$ cat config.mk
export PLATFORM = sky130hd
export DESIGN_NAME = pipe_dbg_ctrl_flat
export DESIGN_NICKNAME = d
export VERILOG_FILES = /design/src/rtl/pipe_dbg_pkg.sv /design/src/rtl/pipe_dbg_if.sv /design/src/rtl/pipe_dbg_bp_match.sv /design/src/rtl/pipe_dbg_ctrl.sv /design/src/flat_wrapper.sv
export SDC_FILE = /design/constraint.sdc
export NUM_CORES = 1
export LEC_CHECK = 0
export CORE_AREA = 2 2 103 115
export CTS_CLUSTER_DIAMETER = 60
export DETAILED_ROUTE_END_ITERATION = 10
export DIE_AREA = 0 0 105 117
export HOLD_SLACK_MARGIN = 0.03
export PLACE_DENSITY_LB_ADDON = 0.12
export SYNTH_ARGS = -nofsm -noshare
export SYNTH_HDL_FRONTEND = slang
export SYNTH_SLANG_ARGS = --single-unit
export TNS_END_PERCENT = 5
$ cat constraint.sdc
create_clock -name clk -period 4.1 [get_ports clk]
set_input_delay 0.82 -clock clk [delete_from_list [all_inputs] [get_ports clk]]
set_output_delay 0.82 -clock clk [all_outputs]
set_load 0.02 [all_outputs]
$ cat src/rtl/pipe_dbg_pkg.sv
`default_nettype none
// ============================================================================
// Module      : pipe_dbg_pkg
// Description : Shared types and widths for the pipeline debug controller:
//               command opcodes, controller states, register-select and PC
//               widths.
// Revision    : 1.0 - initial release
// ============================================================================
package pipe_dbg_pkg;

    localparam int REG_SEL_W = 5;
    localparam int PC_W      = 32;

    typedef enum logic [2:0] {
        OP_RUN      = 3'd0,
        OP_HALT     = 3'd1,
        OP_STEP     = 3'd2,
        OP_SET_BP   = 3'd3,
        OP_CLR_BP   = 3'd4,
        OP_READ_REG = 3'd5,
        OP_READ_CYC = 3'd6
    } dbg_op_e;

    typedef enum logic [1:0] {
        ST_RUN    = 2'd0,
        ST_HALTED = 2'd1,
        ST_STEP   = 2'd2,
        ST_RDREG  = 2'd3
    } dbg_state_e;

endpackage
`default_nettype wire

$ cat src/rtl/pipe_dbg_if.sv
`default_nettype none
// ============================================================================
// Module      : pipe_dbg_if
// Description : Debug command / response channel plus the CPU-side signals
//               (retire, pipeline enable, register read port) seen by the
//               debug controller.  The master side is the host together with
//               the core; the slave side is the controller.
// Revision    : 1.0 - initial release
// ============================================================================
interface pipe_dbg_if;
    import pipe_dbg_pkg::*;

    logic                 cmd_valid;
    logic                 cmd_ready;
    logic [2:0]           cmd_op;
    logic [2:0]           cmd_idx;
    logic [31:0]          cmd_arg;
    logic                 wb_valid;
    logic [PC_W-1:0]      wb_pc;
    logic                 pipe_en;
    logic                 halted;
    logic [REG_SEL_W-1:0] reg_sel;
    logic [31:0]          reg_data;
    logic                 rsp_valid;
    logic                 rsp_err;
    logic [31:0]          rsp_data;

    modport master (
        output cmd_valid, cmd_op, cmd_idx, cmd_arg, wb_valid, wb_pc, reg_data,
        input  cmd_ready, pipe_en, halted, reg_sel, rsp_valid, rsp_err, rsp_data
    );

    modport slave (
        input  cmd_valid, cmd_op, cmd_idx, cmd_arg, wb_valid, wb_pc, reg_data,
        output cmd_ready, pipe_en, halted, reg_sel, rsp_valid, rsp_err, rsp_data
    );

endinterface
`default_nettype wire

$ cat src/rtl/pipe_dbg_bp_match.sv
`default_nettype none
// ============================================================================
// Module      : pipe_dbg_bp_match
// Description : PC breakpoint slots with a parallel comparator against the
//               retiring PC.  The hit flag is already qualified by wb_valid.
// Revision    : 1.0 - initial release
// ============================================================================
module pipe_dbg_bp_match
    import pipe_dbg_pkg::*;
#(
    parameter int NUM_BP = 2
) (
    input  logic            clk,
    input  logic            rst,
    input  logic            wr_en,
    input  logic            wr_set,
    input  logic [2:0]      wr_idx,
    input  logic [PC_W-1:0] wr_pc,
    input  logic            wb_valid,
    input  logic [PC_W-1:0] wb_pc,
    output logic            hit
);

    logic [NUM_BP-1:0] w_match;

    generate
        for (genvar i = 0; i < NUM_BP; i++) begin : g_slot
            logic            r_en;
            logic [PC_W-1:0] r_pc;

            // Slot i: a set loads the PC and arms the slot, a clear disarms it.
            always_ff @(posedge clk) begin
                if (rst) begin
                    r_en <= 1'b0;
                    r_pc <= '0;
                end else if (wr_en && (wr_idx == 3'(i))) begin
                    r_en <= wr_set;
                    if (wr_set) begin
                        r_pc <= wr_pc;
                    end
                end
            end

            assign w_match[i] = r_en && (r_pc == wb_pc);
        end
    endgenerate

    assign hit = wb_valid && (|w_match);

endmodule
`default_nettype wire

$ cat src/rtl/pipe_dbg_ctrl.sv
`default_nettype none
// ============================================================================
// Module      : pipe_dbg_ctrl
// Description : Run/halt/step debug controller for the 5-stage pipeline.
//               Drives the global pipeline enable, halts on PC breakpoints
//               seen at writeback, single-steps N retired instructions and
//               reads the register file through the core's debug port.
//               Optional feature macro: PIPE_DBG_CYCLE_CNT_EN adds a 32-bit
//               enabled-cycle counter readable with READ_CYC.
// Revision    : 1.0 - initial release
// ============================================================================
module pipe_dbg_ctrl
    import pipe_dbg_pkg::*;
#(
    parameter int NUM_BP = 2,
    parameter int STEP_W = 16
) (
    input  logic      clk,
    input  logic      rst,
    pipe_dbg_if.slave dbg
);

    dbg_state_e           r_state, w_state_nxt;
    logic [STEP_W-1:0]    r_step_cnt, w_step_nxt;
    logic [REG_SEL_W-1:0] r_reg_sel, w_reg_sel_nxt;
    logic                 r_rsp_valid, w_rsp_valid_nxt;
    logic                 r_rsp_err, w_rsp_err_nxt;
    logic [31:0]          r_rsp_data, w_rsp_data_nxt;

    logic                 w_cmd_ready;
    logic                 w_accept;
    logic                 w_pipe_en;
    logic                 w_idx_ok;
    logic                 w_bp_wr;
    logic                 w_bp_set;
    logic                 w_bp_hit;
    logic [STEP_W-1:0]    w_step_arg;

    assign w_cmd_ready = (r_state == ST_RUN) || (r_state == ST_HALTED);
    assign w_accept    = dbg.cmd_valid && w_cmd_ready;
    assign w_pipe_en   = (r_state == ST_RUN) || (r_state == ST_STEP);
    // Widen by one bit so NUM_BP = 8 still compares correctly.
    assign w_idx_ok    = ({1'b0, dbg.cmd_idx} < 4'(NUM_BP));
    assign w_step_arg  = dbg.cmd_arg[STEP_W-1:0];

    pipe_dbg_bp_match #(
        .NUM_BP (NUM_BP)
    ) u_bp_match (
        .clk      (clk),
        .rst      (rst),
        .wr_en    (w_bp_wr),
        .wr_set   (w_bp_set),
        .wr_idx   (dbg.cmd_idx),
        .wr_pc    (dbg.cmd_arg),
        .wb_valid (dbg.wb_valid),
        .wb_pc    (dbg.wb_pc),
        .hit      (w_bp_hit)
    );

`ifdef PIPE_DBG_CYCLE_CNT_EN
    logic [31:0] r_cyc_cnt;

    // Count cycles in which the pipeline was enabled; wraps naturally.
    always_ff @(posedge clk) begin
        if (rst) begin
            r_cyc_cnt <= '0;
        end else if (w_pipe_en) begin
            r_cyc_cnt <= r_cyc_cnt + 32'd1;
        end
    end
`endif

    // Next state, command decode and response generation.
    always_comb begin
        w_state_nxt     = r_state;
        w_step_nxt      = r_step_cnt;
        w_reg_sel_nxt   = r_reg_sel;
        w_rsp_valid_nxt = 1'b0;
        w_rsp_err_nxt   = 1'b0;
        w_rsp_data_nxt  = '0;
        w_bp_wr         = 1'b0;
        w_bp_set        = 1'b0;

        case (r_state)
            ST_RUN, ST_HALTED: begin
                if (w_accept) begin
                    w_rsp_valid_nxt = 1'b1;
                    case (dbg.cmd_op)
                        OP_RUN:  w_state_nxt = ST_RUN;
                        OP_HALT: w_state_nxt = ST_HALTED;
                        OP_STEP: begin
                            if (r_state == ST_RUN) begin
                                w_rsp_err_nxt = 1'b1;
                            end else begin
                                // Response is deferred until the last retire.
                                w_rsp_valid_nxt = 1'b0;
                                w_state_nxt     = ST_STEP;
                                w_step_nxt      = (w_step_arg == '0) ? STEP_W'(1) : w_step_arg;
                            end
                        end
                        OP_SET_BP, OP_CLR_BP: begin
                            if (w_idx_ok) begin
                                w_bp_wr  = 1'b1;
                                w_bp_set = (dbg.cmd_op == OP_SET_BP);
                            end else begin
                                w_rsp_err_nxt = 1'b1;
                            end
                        end
                        OP_READ_REG: begin
                            if (r_state == ST_RUN) begin
                                w_rsp_err_nxt = 1'b1;
                            end else begin
                                // Register data is captured one edge later.
                                w_rsp_valid_nxt = 1'b0;
                                w_state_nxt     = ST_RDREG;
                                w_reg_sel_nxt   = dbg.cmd_arg[REG_SEL_W-1:0];
                            end
                        end
                        OP_READ_CYC: begin
`ifdef PIPE_DBG_CYCLE_CNT_EN
                            w_rsp_data_nxt = r_cyc_cnt;
`else
                            w_rsp_err_nxt  = 1'b1;
`endif
                        end
                        default: w_rsp_err_nxt = 1'b1;
                    endcase
                end
                // A breakpoint hit wins over any state change the command asked for.
                if ((r_state == ST_RUN) && w_bp_hit) begin
                    w_state_nxt = ST_HALTED;
                end
            end
            ST_STEP: begin
                if (dbg.wb_valid) begin
                    w_step_nxt = r_step_cnt - STEP_W'(1);
                    if (r_step_cnt == STEP_W'(1)) begin
                        w_state_nxt     = ST_HALTED;
                        w_rsp_valid_nxt = 1'b1;
                        w_rsp_data_nxt  = dbg.wb_pc;
                    end
                end
            end
            ST_RDREG: begin
                w_state_nxt     = ST_HALTED;
                w_rsp_valid_nxt = 1'b1;
                w_rsp_data_nxt  = dbg.reg_data;
            end
            default: w_state_nxt = ST_RUN;
        endcase
    end

    // State, step counter, register select and response registers.
    always_ff @(posedge clk) begin
        if (rst) begin
            r_state     <= ST_RUN;
            r_step_cnt  <= '0;
            r_reg_sel   <= '0;
            r_rsp_valid <= 1'b0;
            r_rsp_err   <= 1'b0;
            r_rsp_data  <= '0;
        end else begin
            r_state     <= w_state_nxt;
            r_step_cnt  <= w_step_nxt;
            r_reg_sel   <= w_reg_sel_nxt;
            r_rsp_valid <= w_rsp_valid_nxt;
            r_rsp_err   <= w_rsp_err_nxt;
            r_rsp_data  <= w_rsp_data_nxt;
        end
    end

    assign dbg.cmd_ready = w_cmd_ready;
    assign dbg.pipe_en   = w_pipe_en;
    assign dbg.halted    = (r_state == ST_HALTED) || (r_state == ST_RDREG);
    assign dbg.reg_sel   = r_reg_sel;
    assign dbg.rsp_valid = r_rsp_valid;
    assign dbg.rsp_err   = r_rsp_err;
    assign dbg.rsp_data  = r_rsp_data;

endmodule
`default_nettype wire
$ cat src/flat_wrapper.sv
// flat-port wrapper written by rule: the top's interface ports become plain ports
module pipe_dbg_ctrl_flat import pipe_dbg_pkg::*;
#(
    parameter int NUM_BP = 2,
    parameter int STEP_W = 16
)
  (clk, rst, dbg_cmd_valid, dbg_cmd_op, dbg_cmd_idx, dbg_cmd_arg, dbg_wb_valid, dbg_wb_pc, dbg_reg_data, dbg_cmd_ready, dbg_pipe_en, dbg_halted, dbg_reg_sel, dbg_rsp_valid, dbg_rsp_err, dbg_rsp_data);
  pipe_dbg_if dbg_i ();
  input  logic clk;
  input  logic rst;
  input wire logic [$bits(dbg_i.cmd_valid)-1:0] dbg_cmd_valid;
  input wire logic [$bits(dbg_i.cmd_op)-1:0] dbg_cmd_op;
  input wire logic [$bits(dbg_i.cmd_idx)-1:0] dbg_cmd_idx;
  input wire logic [$bits(dbg_i.cmd_arg)-1:0] dbg_cmd_arg;
  input wire logic [$bits(dbg_i.wb_valid)-1:0] dbg_wb_valid;
  input wire logic [$bits(dbg_i.wb_pc)-1:0] dbg_wb_pc;
  input wire logic [$bits(dbg_i.reg_data)-1:0] dbg_reg_data;
  output wire logic [$bits(dbg_i.cmd_ready)-1:0] dbg_cmd_ready;
  output wire logic [$bits(dbg_i.pipe_en)-1:0] dbg_pipe_en;
  output wire logic [$bits(dbg_i.halted)-1:0] dbg_halted;
  output wire logic [$bits(dbg_i.reg_sel)-1:0] dbg_reg_sel;
  output wire logic [$bits(dbg_i.rsp_valid)-1:0] dbg_rsp_valid;
  output wire logic [$bits(dbg_i.rsp_err)-1:0] dbg_rsp_err;
  output wire logic [$bits(dbg_i.rsp_data)-1:0] dbg_rsp_data;
  assign dbg_i.cmd_valid = dbg_cmd_valid;
  assign dbg_i.cmd_op = dbg_cmd_op;
  assign dbg_i.cmd_idx = dbg_cmd_idx;
  assign dbg_i.cmd_arg = dbg_cmd_arg;
  assign dbg_i.wb_valid = dbg_wb_valid;
  assign dbg_i.wb_pc = dbg_wb_pc;
  assign dbg_i.reg_data = dbg_reg_data;
  assign dbg_cmd_ready = dbg_i.cmd_ready;
  assign dbg_pipe_en = dbg_i.pipe_en;
  assign dbg_halted = dbg_i.halted;
  assign dbg_reg_sel = dbg_i.reg_sel;
  assign dbg_rsp_valid = dbg_i.rsp_valid;
  assign dbg_rsp_err = dbg_i.rsp_err;
  assign dbg_rsp_data = dbg_i.rsp_data;
  pipe_dbg_ctrl #(.NUM_BP(NUM_BP), .STEP_W(STEP_W)) u_core (.clk(clk), .rst(rst), .dbg(dbg_i));
endmodule
* Yosys cells after proc, flatten, opt, wreduce, memory -nomap -nowiden
Cells that the tools add are included.
** Word-level totals
- Logic and storage cells :: 95
- Input port bits :: 106
- Output and inout port bits :: 42
- Bits in registers :: 123
** Operators by class
- Magnitude comparators :: 1
- Bitwise operators :: 3
- Muxes and demuxes :: 33
- Add/sub/neg operators :: 1
- Equality and inequality tests :: 21
- Reductions and logical operators :: 26
** Operators with widths (count)
- $mux W16 :: 5
- $eq A32 B32 Y1 :: 2
- $mux W32 :: 2
- $pmux W32 S2 :: 1
- $pmux W16 S2 :: 1
- $eq A16 B1 Y1 const B :: 1
- $logic_not A16 Y1 :: 1
- $sub A16 B1 Y16 const B :: 1
- $mux W1 :: 14
- $mux W2 :: 6
- $reduce_or A2 Y1 :: 5
- $ne A2 B2 Y1 const B :: 4
- $ne A4 B4 Y1 const B :: 2
- $pmux W2 S4 :: 1
- $logic_and A1 B1 Y1 :: 7
- $eq A3 B1 Y1 const B :: 2
- $eq A3 B2 Y1 const B :: 2
- $eq A3 B3 Y1 const B :: 2
- $logic_not A3 Y1 :: 2
- $ne A6 B5 Y1 const B :: 1
- $pmux W1 S3 :: 2
- $pmux W2 S3 :: 1
- $reduce_and A6 Y1 :: 1
- $reduce_and A5 Y1 :: 1
- other kinds (12) :: 18

* Depth between registers and ports, before layout
Gate-level depths: netlist (run 1).
- Depth in word-level cells :: 7
- Gate-level depth with buffers :: 9
- Depth with buffers taken out :: 8

* Modules after synthesis
From an unflattened synthesis (run 1), not the netlist that was laid out.
** Second synthesis, totals
- Cells, all modules :: 692
- Area, all modules :: 5718.0 µm²
** Modules (own cells, without submodules)
- pipe_dbg_bp_match :: times used 1, seq. area each 1321.3 µm², cells each 378, area each 3006.6 µm²
- pipe_dbg_ctrl :: times used 1, seq. area each 1141.1 µm², cells each 314, area each 2711.4 µm²

* Worst setup path after synthesis (run 1)
OpenSTA, ideal clock, no wires.
- Path kind :: input port to flip-flop
- Start :: input dbg_cmd_op[1]
- End :: register u_core.u_bp_match.g_slot[1].r_pc[11]
- Cell stages on the path :: 6
- Library setup time :: 0.071 ns
- Arrival time :: 1.952 ns
- Path buffers :: 2
- Setup slack :: 2.077 ns
- Data required time :: 4.029 ns
- Cells stage by stage :: clkbuf_1 > nand4_1 > nor2_1 > clkbuf_1 > nand2_1 > a21oi_1
** Between the ends
- Cells in the longest elaborated chain, start to end :: 7
- Elaborated cells on any way between the ends :: 12
- Classes of those cells :: eq/ne: 2; mux: 7; reduce/logical: 3
** RTL lines
- start, declared :: line flat_wrapper.sv:12 : input wire logic [$bits(dbg_i.cmd_op)-1:0] dbg_cmd_op;
- $eq A3 B3 Y1 / $eq A3 B2 Y1 (equally long branches) :: line pipe_dbg_ctrl.sv:88, pipe_dbg_ctrl.sv:104
- $reduce_or A2 Y1 :: line pipe_dbg_ctrl.sv:88 : case (dbg.cmd_op)
- $mux W1 :: line pipe_dbg_ctrl.sv:88
- $mux W1 :: line pipe_dbg_ctrl.sv:86 : if (w_accept) begin
- $mux W1 :: line pipe_dbg_ctrl.sv:84 : case (r_state)
- $logic_and A1 B1 Y1 :: line pipe_dbg_bp_match.sv:36 : end else if (wr_en && (wr_idx == 3'(i))) begin
- $reduce_and A2 Y1 (no source line) (*)
- end signal, assigned :: line pipe_dbg_bp_match.sv:39 : r_pc <= wr_pc;
- end, declared :: line pipe_dbg_bp_match.sv:29 : logic [PC_W-1:0] r_pc;
Every way passes the cells marked *; elsewhere a longest branch is shown, timed or not.
A chain may end at the register's enable or synchronous reset.

* Final worst setup path (run 1)
- Start :: input dbg_cmd_valid
- End :: register u_core.r_step_cnt[11]
** Between the ends
- Cells in the longest elaborated chain, start to end :: 3
** RTL lines
- start, declared :: line flat_wrapper.sv:11 : input wire logic [$bits(dbg_i.cmd_valid)-1:0] dbg_cmd_valid;
- $logic_and A1 B1 Y1 :: line pipe_dbg_ctrl.sv:40 : assign w_accept = dbg.cmd_valid && w_cmd_ready;
- $ne A2 B1 Y1 (no source line)
- $reduce_and A5 Y1 (no source line)
- end signal, assigned :: line pipe_dbg_ctrl.sv:164 : r_step_cnt <= w_step_nxt;
- end, declared :: line pipe_dbg_ctrl.sv:24 : logic [STEP_W-1:0] r_step_cnt, w_step_nxt;
Every way passes these cells.

==> results of run 1 <==
==> routing by layer <==
layer | global-route usage | up-vias
met5 | 0 | -
met4 | 0.1182 | 0
met3 | 0.06589 | 38
met2 | 0.5000 | 235
met1 | 0.3412 | 2517
li1 | - | 2630
==> cell usage in the layout (no fill, tap or decap), types with 3 or more instances in the layout <==
master,instances
nor4_1,12
xor2_1,30
xnor2_1,34
inv_1,6
clkbuf_8,4
o22ai_1,3
mux2i_1,5
nor2b_1,3
a211oi_1,5
a22oi_1,9
o21ai_0,18
clkbuf_16,17
buf_4,7
nor3_1,17
nand4_1,13
nand2_1,149
dfxtp_1,123
nor4_4,3
nand2b_1,3
clkdlybuf4s50_1,146
nor2_1,36
a22oi_2,30
a21oi_1,83
nand3_1,6
clkinv_2,3
nor2_2,32
==> final timing paths <==
check,slack (ps),end,from,cells past startpoint
worst max-delay path,1430,u_core.r_step_cnt[11]$_SDFFE_PP0P_,dbg_cmd_valid,7
worst min register to register,470,u_core.u_bp_match.g_slot[1].r_pc[21]$_SDFFE_PP0P_,u_core.u_bp_match.g_slot[1].r_pc[21]$_SDFFE_PP0P_,2
worst min-delay path,470,u_core.u_bp_match.g_slot[1].r_pc[21]$_SDFFE_PP0P_,u_core.u_bp_match.g_slot[1].r_pc[21]$_SDFFE_PP0P_,2
worst max register to register,1840,u_core.dbg.rsp_data[5]$_SDFF_PP0_,u_core.r_state[0]$_SDFFE_PP0P_,5
==> worst max-delay path: stages <==
cell and delay [ps]:
clkdlybuf4s50_1 510, nor2b_1 290, nand4_1 190, nand2_1 590
o21ai_0 240, a22oi_1 220, nor2_1 60
==> per-stage QoR <==
step	instances	hold WS [ps]
6_report	982	468.0
2_1_floorplan	690	447.5
3_3_place_gp	952	453.4
5_1_grt	982	488.2
4_1_cts	982	465.8
3_5_place_dp	952	459.1
==> final cells by class <==
type | count | area, um^2 | share of cell area
Clock buffer | 23 | 488.0 | 0.06196
Tap cell | 150 | 187.7 | 0.02383
Clock inverter | 7 | 90.09 | 0.01144
Timing Repair Buffer | 154 | 1519 | 0.1929
Sequential cell | 123 | 2462 | 0.3127
Inverter | 7 | 26.28 | 0.003337
Multi-Input combinational cell | 518 | 3102 | 0.3939
==> flip-flops by register name, summed over array words and instances (netlist names) <==
| signal | flops |
|---|---|
| u_core.r_step_cnt | 16 |
| u_core.u_bp_match.g_slot.r_en | 2 |
| u_core.u_bp_match.g_slot.r_pc | 64 |
| u_core.dbg.rsp_data | 32 |
| u_core.dbg.rsp_err | 1 |
| u_core.dbg.reg_sel | 5 |
| u_core.r_state | 2 |
| u_core.dbg.rsp_valid | 1 |
==> power groups by stage <==
stage	Sequential, uW	Clock (uW)	Combinational, uW
after CTS	1210	1470	244
final	1210	1460	246
after floorplan	1230	0	76.8
after global routing	1210	1530	261
after global placement	1230	0	239
after detailed placement	1230	0	241
==> logic make-up after synthesis <==
family / count (synthesis) / share of synthesized area
flip-flops: 123 / 0.4255
AO/OA/AOI/OAI: 160 / 0.1888
buffers and inverters: 49 / 0.04065
adder cells (fa/ha/maj): 2 / 0.004324
AND/OR/NAND/NOR: 287 / 0.2352
multiplexers: 5 / 0.008649
XOR/XNOR: 64 / 0.09687
==> tab_implementation.tex, run 1 <==
\begin{tabular}{lr}
\hline
Metric & Value \\
\hline
\multicolumn{2}{l}{\textbf{Timing}} \\
\quad Final setup slack of the worst path & 1426 ps \\
\quad Time the worst path needs with I/O delays and setup & 2674 ps \\
\quad Period Utilization, post-route & 0.6521 \\
\quad Setup TNS & 0 ps \\
\quad Final Hold Violating Endpoints & 0 \\
\quad Slew at the pin closest to its max-slew limit & 1100 ps \\
\quad Unrepaired setup endpoints after global routing & no \\
\quad Max Clock Skew & 6.611 ps \\
\quad Max Freq & 0.3740 GHz \\
\quad Setup-violating endpoint count in the final report & 0 \\
\quad Final number of max-transition violations & 0 \\
\quad Relative max-transition margin & 0.2649 \\
\multicolumn{2}{l}{\textbf{Synthesis}} \\
\quad Most frequently used flop master after synthesis & dfxtp\_1 \\
\quad Count of mapped cells out of synthesis & 690 \\
\quad Share of synthesized flip-flops with an asynchronous set or reset & 0 \\
\quad Number of enable-type register cells in the synthesized netlist & 0 \\
\quad Yosys top cell by area & dfxtp\_1 \\
\quad Area share of the largest cell type after synthesis & 0.4255 \\
\quad Main area contributors after synthesis & dfxtp\_1 (43\%), nand2\_1 (9.7\%), a21oi\_1 (7.2\%), a22oi\_2 (6.5\%), xnor2\_1 (5.1\%) \\
\quad Syn Area/Cell & 8.387 um\^{}2 \\
\quad Top-count cell post-synth & nand2\_1 \\
\quad Number of synthesized register bits & 123 \\
\quad Post-synthesis sequential area ratio & 0.4255 \\
\quad Cell area after technology mapping & 5787 um\^{}2 \\
\quad Distinct cell type count after synthesis & 48 \\
\quad Post-Synthesis Net Count & 798 \\
\quad Cell types with the highest counts after synthesis & nand2\_1 (149), dfxtp\_1 (123), a21oi\_1 (83) \\
\quad Number of warnings printed during yosys synthesis & 0 \\
\multicolumn{2}{l}{\textbf{Placement}} \\
\quad Pre-CTS setup slack & 1087 ps \\
\quad Number of port buffers & 147 \\
\quad Final weighted congestion in routability-driven placement & 0.9057 \\
\quad DPL Wire Length & 12060 um \\
\quad Placement-stage cell area & 7297 um\^{}2 \\
\multicolumn{2}{l}{\textbf{Routing}} \\
\quad Routed wl met3 & 1164 um \\
\quad Met1 Wirelength & 6850 um \\
\quad Met2 wirelength from detailed routing & 8506 um \\
\quad Routed len/inst & 17.39 um \\
\quad First-pass iteration count of the detailed router & 5 \\
\quad Count of unresolved DRC violations after routing & 0 \\
\quad Vias post-DR & 5420 \\
\quad DRT iter0 DRCs & 353 \\
\quad Top layer reached by signal wires & met4 \\
\quad Drt total wl & 17080 um \\
\quad Via-to-Cell Ratio & 5.519 \\
\quad Routed Antenna Nets & 0 \\
\multicolumn{2}{l}{\textbf{Finish}} \\
\quad Number of nets in the finished design & 929 \\
\quad Fill cell instance count of the final layout & 929 \\
\quad Share of final-layout standard cells stronger than drive strength 1 & 0.1274 \\
\quad Final non-filler cell area & 7875 um\^{}2 \\
\quad Antenna fix cells & 0 \\
\quad Final core utilization & 0.7042 \\
\quad P\&R area growth vs syn & 36.09\% \\
\multicolumn{2}{l}{\textbf{Power and ir drop}} \\
\quad Leak Pwr & 0.002610 uW \\
\quad Net switching power of the design & 632.4 uW \\
\quad Switching share of total power & 0.2173 \\
\quad Share of total power in combinational logic & 0.085 \\
\quad Power Internal & 2278 uW \\
\quad Largest voltage drop on the vdd net & 0.0002702 V \\
\quad Post-layout power & 2910 uW \\
\quad Power density normalized to cell area & 369.5 nW/um\^{}2 \\
\quad Clk pwr share & 0.501 \\
\quad Part of the power in registers & 0.415 \\
\multicolumn{2}{l}{\textbf{Die}} \\
\quad Die boundary width & 105 um \\
\quad Die Y-Extent & 117 um \\
\quad Starting utilization of the core area & 0.5175 \\
\quad Total die area & 12290 um\^{}2 \\
\quad Site Rows & 41 \\
\quad Placeable core region & 11180 um\^{}2 \\
\quad Number of top-level design ports & 148 \\
\multicolumn{2}{l}{\textbf{Critical path}} \\
\quad WP data arrival & 2930 ps \\
\quad CP Launch Type & primary input \\
\quad Worst-path fanout max & 22 \\
\quad Required arrival time at the worst endpoint & 4360 ps \\
\quad Nature of the critical path endpoint & register \\
\quad Critical setup path kind & primary input to register \\
\multicolumn{2}{l}{\textbf{Clock network}} \\
\quad Number of sinks driven by the clock tree & 123 \\
\quad Library cell used as clock root buffer & clkbuf\_16 \\
\quad Number of gates resized after CTS & 0 \\
\quad Number of levels the H-tree was split into & 4 \\
\quad Source-to-sink clock delay at the later pin of the worst-skew pair & 410 ps \\
\quad Clock Path Buffers & 2 \\
\quad Clock buffer count from CTS & 17 \\
\quad Hold-fix buffers at CTS & 0 \\
\quad Clock tree from TritonCTS & yes \\
\quad Clock transition at the registers of the reported paths & 50 ps \\
\quad Number of buffers inserted to repair setup after CTS & 0 \\
\multicolumn{2}{l}{\textbf{Run status}} \\
\quad Result of the run & finished clean \\
\multicolumn{2}{l}{\textbf{Global routing}} \\
\quad Remaining global-route overflow & 0 \\
\quad Number of antenna violations at the first check in global routing & 0 \\
\quad Overall Global Routing Usage & 0.2855 \\
\quad Via count of the first global-routing pass & 5432 \\
\quad Global-route wire length before repair & 27460 um \\
\quad Largest net degree at the start of global routing & 92 \\
\multicolumn{2}{l}{\textbf{Worst hold path}} \\
\quad Worst Hold Class & register to register \\
\multicolumn{2}{l}{\textbf{Run}} \\
\quad Number of violations of the max-capacitance limit & 0 \\
\hline
\end{tabular}
(Power assumes the default switching activity.)
==> run 2, diff against run 1 <==
Settings changed: CORE_AREA 2 2 103 115 to 2 2 113 126, DIE_AREA 0 0 105 117 to 0 0 115 128.
Clock period 4.1 ns to 2.4 ns, I/O delays scaled along.
==> tab_implementation.tex, run 2 (synthesized netlist as in run 1, its figures left out) <==
\begin{tabular}{lr}
\hline
Metric & Value \\
\hline
\multicolumn{2}{l}{\textbf{Run status}} \\
\quad Result of the run & finished clean \\
\multicolumn{2}{l}{\textbf{Clock network}} \\
\quad Number of buffers inserted to repair setup after CTS & 0 \\
\quad Number of gates resized after CTS & 0 \\
\quad Clock buffer count from CTS & 17 \\
\quad Number of sinks driven by the clock tree & 123 \\
\quad Clock Path Buffers & 2 \\
\quad Library cell used as clock root buffer & clkbuf\_16 \\
\quad Clock transition at the registers of the reported paths & 50 ps \\
\quad Clock tree from TritonCTS & yes \\
\quad Source-to-sink clock delay at the later pin of the worst-skew pair & 420 ps \\
\quad Hold-fix buffers at CTS & 0 \\
\quad Number of levels the H-tree was split into & 4 \\
\multicolumn{2}{l}{\textbf{Global routing}} \\
\quad Global-route wire length before repair & 28140 um \\
\quad Remaining global-route overflow & 0 \\
\quad Most used routing layer in global routing & met2 \\
\quad Met1 capacity usage during global routing & 0.2997 \\
\quad Via count of the first global-routing pass & 5436 \\
\quad Number of antenna violations at the first check in global routing & 0 \\
\quad Met3 usage & 0.04634 \\
\quad Largest net degree at the start of global routing & 92 \\
\quad GRT met2 Usage & 0.4318 \\
\quad Overall Global Routing Usage & 0.2468 \\
\multicolumn{2}{l}{\textbf{Routing}} \\
\quad Routed Antenna Nets & 0 \\
\quad Count of unresolved DRC violations after routing & 0 \\
\quad Routed len/inst & 17.44 um \\
\quad First-pass iteration count of the detailed router & 5 \\
\quad Vias post-DR & 5479 \\
\quad DRT iter0 DRCs & 301 \\
\quad Via-to-Cell Ratio & 5.351 \\
\quad Drt total wl & 17860 um \\
\multicolumn{2}{l}{\textbf{Critical path}} \\
\quad Critical setup path kind & register to primary output \\
\quad CP max stage delay & 570 ps \\
\quad Required arrival time at the worst endpoint & 1920 ps \\
\quad Worst-path fanout max & 10 \\
\quad Top delay family on crit path & buffers and inverters \\
\quad Critical path, cell by cell & inv\_2, clkdlybuf4s50\_1 \\
\quad Nature of the critical path endpoint & primary output \\
\quad Max stage delay cell, worst path & dfxtp\_1 \\
\quad WP data arrival & 1690 ps \\
\quad Critical path buffers and inverters & 2 \\
\quad CP Launch Type & register \\
\multicolumn{2}{l}{\textbf{Power and ir drop}} \\
\quad Post-layout power & 5263 uW \\
\quad Leak Pwr & 0.002792 uW \\
\quad Largest voltage drop on the vdd net & 0.0004469 V \\
\quad Power density normalized to cell area & 640.4 nW/um\^{}2 \\
\multicolumn{2}{l}{\textbf{Finish}} \\
\quad Number of nets in the finished design & 956 \\
\quad P\&R area growth vs syn & 42.01\% \\
\quad Antenna fix cells & 0 \\
\quad Most frequent cells in the layout & nand2\_1 (149), clkdlybuf4s50\_1 (146), dfxtp\_1 (123) \\
\quad Flip-flop count of the largest register, all copies and words added & 64 \\
\quad Share of final-layout standard cells stronger than drive strength 1 & 0.1547 \\
\quad Final non-filler cell area & 8218 um\^{}2 \\
\quad Commonest non-fill, non-tap cell in the layout & nand2\_1 \\
\quad Most flops, register & u\_core.u\_bp\_match.g\_slot.r\_pc \\
\quad Final instance count without filler cells & 1024 \\
\multicolumn{2}{l}{\textbf{Timing}} \\
\quad Slew at the pin closest to its max-slew limit & 530.7 ps \\
\quad Max Clock Skew & 8.247 ps \\
\quad Period Utilization, post-route & 0.9045 \\
\quad Final setup slack of the worst path & 229.3 ps \\
\quad Setup-violating endpoint count in the final report & 0 \\
\quad Time the worst path needs with I/O delays and setup & 2171 ps \\
\quad Unrepaired setup endpoints after global routing & no \\
\quad Relative max-transition margin & 0.6429 \\
\quad Max Freq & 0.4607 GHz \\
\quad Final Hold Violating Endpoints & 0 \\
\quad Final number of max-transition violations & 0 \\
\multicolumn{2}{l}{\textbf{Worst hold path}} \\
\quad Worst Hold Class & register to register \\
\multicolumn{2}{l}{\textbf{Placement}} \\
\quad Number of port buffers & 147 \\
\quad Pre-CTS setup slack & 0.3251 ps \\
\quad Placement-stage cell area & 7580 um\^{}2 \\
\quad DPL Wire Length & 13170 um \\
\quad Final weighted congestion in routability-driven placement & 0.8741 \\
\quad Post-Place Cells & 993 \\
\multicolumn{2}{l}{\textbf{Die}} \\
\quad Number of top-level design ports & 148 \\
\quad Placeable core region & 13510 um\^{}2 \\
\quad Starting utilization of the core area & 0.4282 \\
\quad Die boundary width & 115 um \\
\quad Total die area & 14720 um\^{}2 \\
\quad Die Y-Extent & 128 um \\
\quad Site Rows & 45 \\
\multicolumn{2}{l}{\textbf{Run}} \\
\quad Number of violations of the max-capacitance limit & 0 \\
\hline
\end{tabular}
run 2: cell count changes in the layout (fill, tap and decap cells not counted), moves of 2 or more:
cell and change:
buf_4 +22, bufinv_16 +2, buf_12 +5, clkinv_2 -2
run 2: worst paths after layout:
path	from	end	slack [ps]	cells past startpoint
max	u_core.r_state[0]$_SDFFE_PP0P_	dbg_pipe_en	230	2
min	u_core.u_bp_match.g_slot[1].r_pc[4]$_SDFFE_PP0P_	u_core.u_bp_match.g_slot[1].r_pc[4]$_SDFFE_PP0P_	460	2
max reg2reg	u_core.r_step_cnt[0]$_SDFFE_PP0P_	u_core.r_step_cnt[8]$_SDFFE_PP0P_	410	8
min reg2reg	u_core.u_bp_match.g_slot[1].r_pc[4]$_SDFFE_PP0P_	u_core.u_bp_match.g_slot[1].r_pc[4]$_SDFFE_PP0P_	460	2
run 2: cell type report:
class	count	area (um^2)
clock buffer	25	505.5
clock inverter	6	132.6
fill	1224	5295
inverter	7	26.28
multi-input combinational	518	3102
sequential	123	2462
tap	164	205.2
timing repair buffer	181	1784
run 2: where the power goes:
part           total, uW  internal, uW  switching (uW)
logic                451           242             209
clock network       2750          1870             881
registers           2060          2050            8.35
total               5260          4160            1100
run 2: metal layers:
metal	up-vias	share of wire	routed length [um]
met5	-	0	0
met2	167	0.50	9011
li1	2695	-	-
met1	2588	0.42	7531
met3	29	0.051	917
met4	0	0.022	397
run 2: stage by stage:
step	hold WS, ps	utilization	setup TNS, ps
finish	463.2	0.6081	0
global route	485.8	0.6081	0
CTS	466.4	0.6081	0
detailed placement	459.3	0.5609	0
global placement	453.7	0.5609	-20.22
floorplan	447.5	-	0
run 2: tightest hold or removal path: cells and delay by family (launching register included):
family          cells  cell delay (ps)
compound gates      1               50
flops               1              310
simple gates        1               50
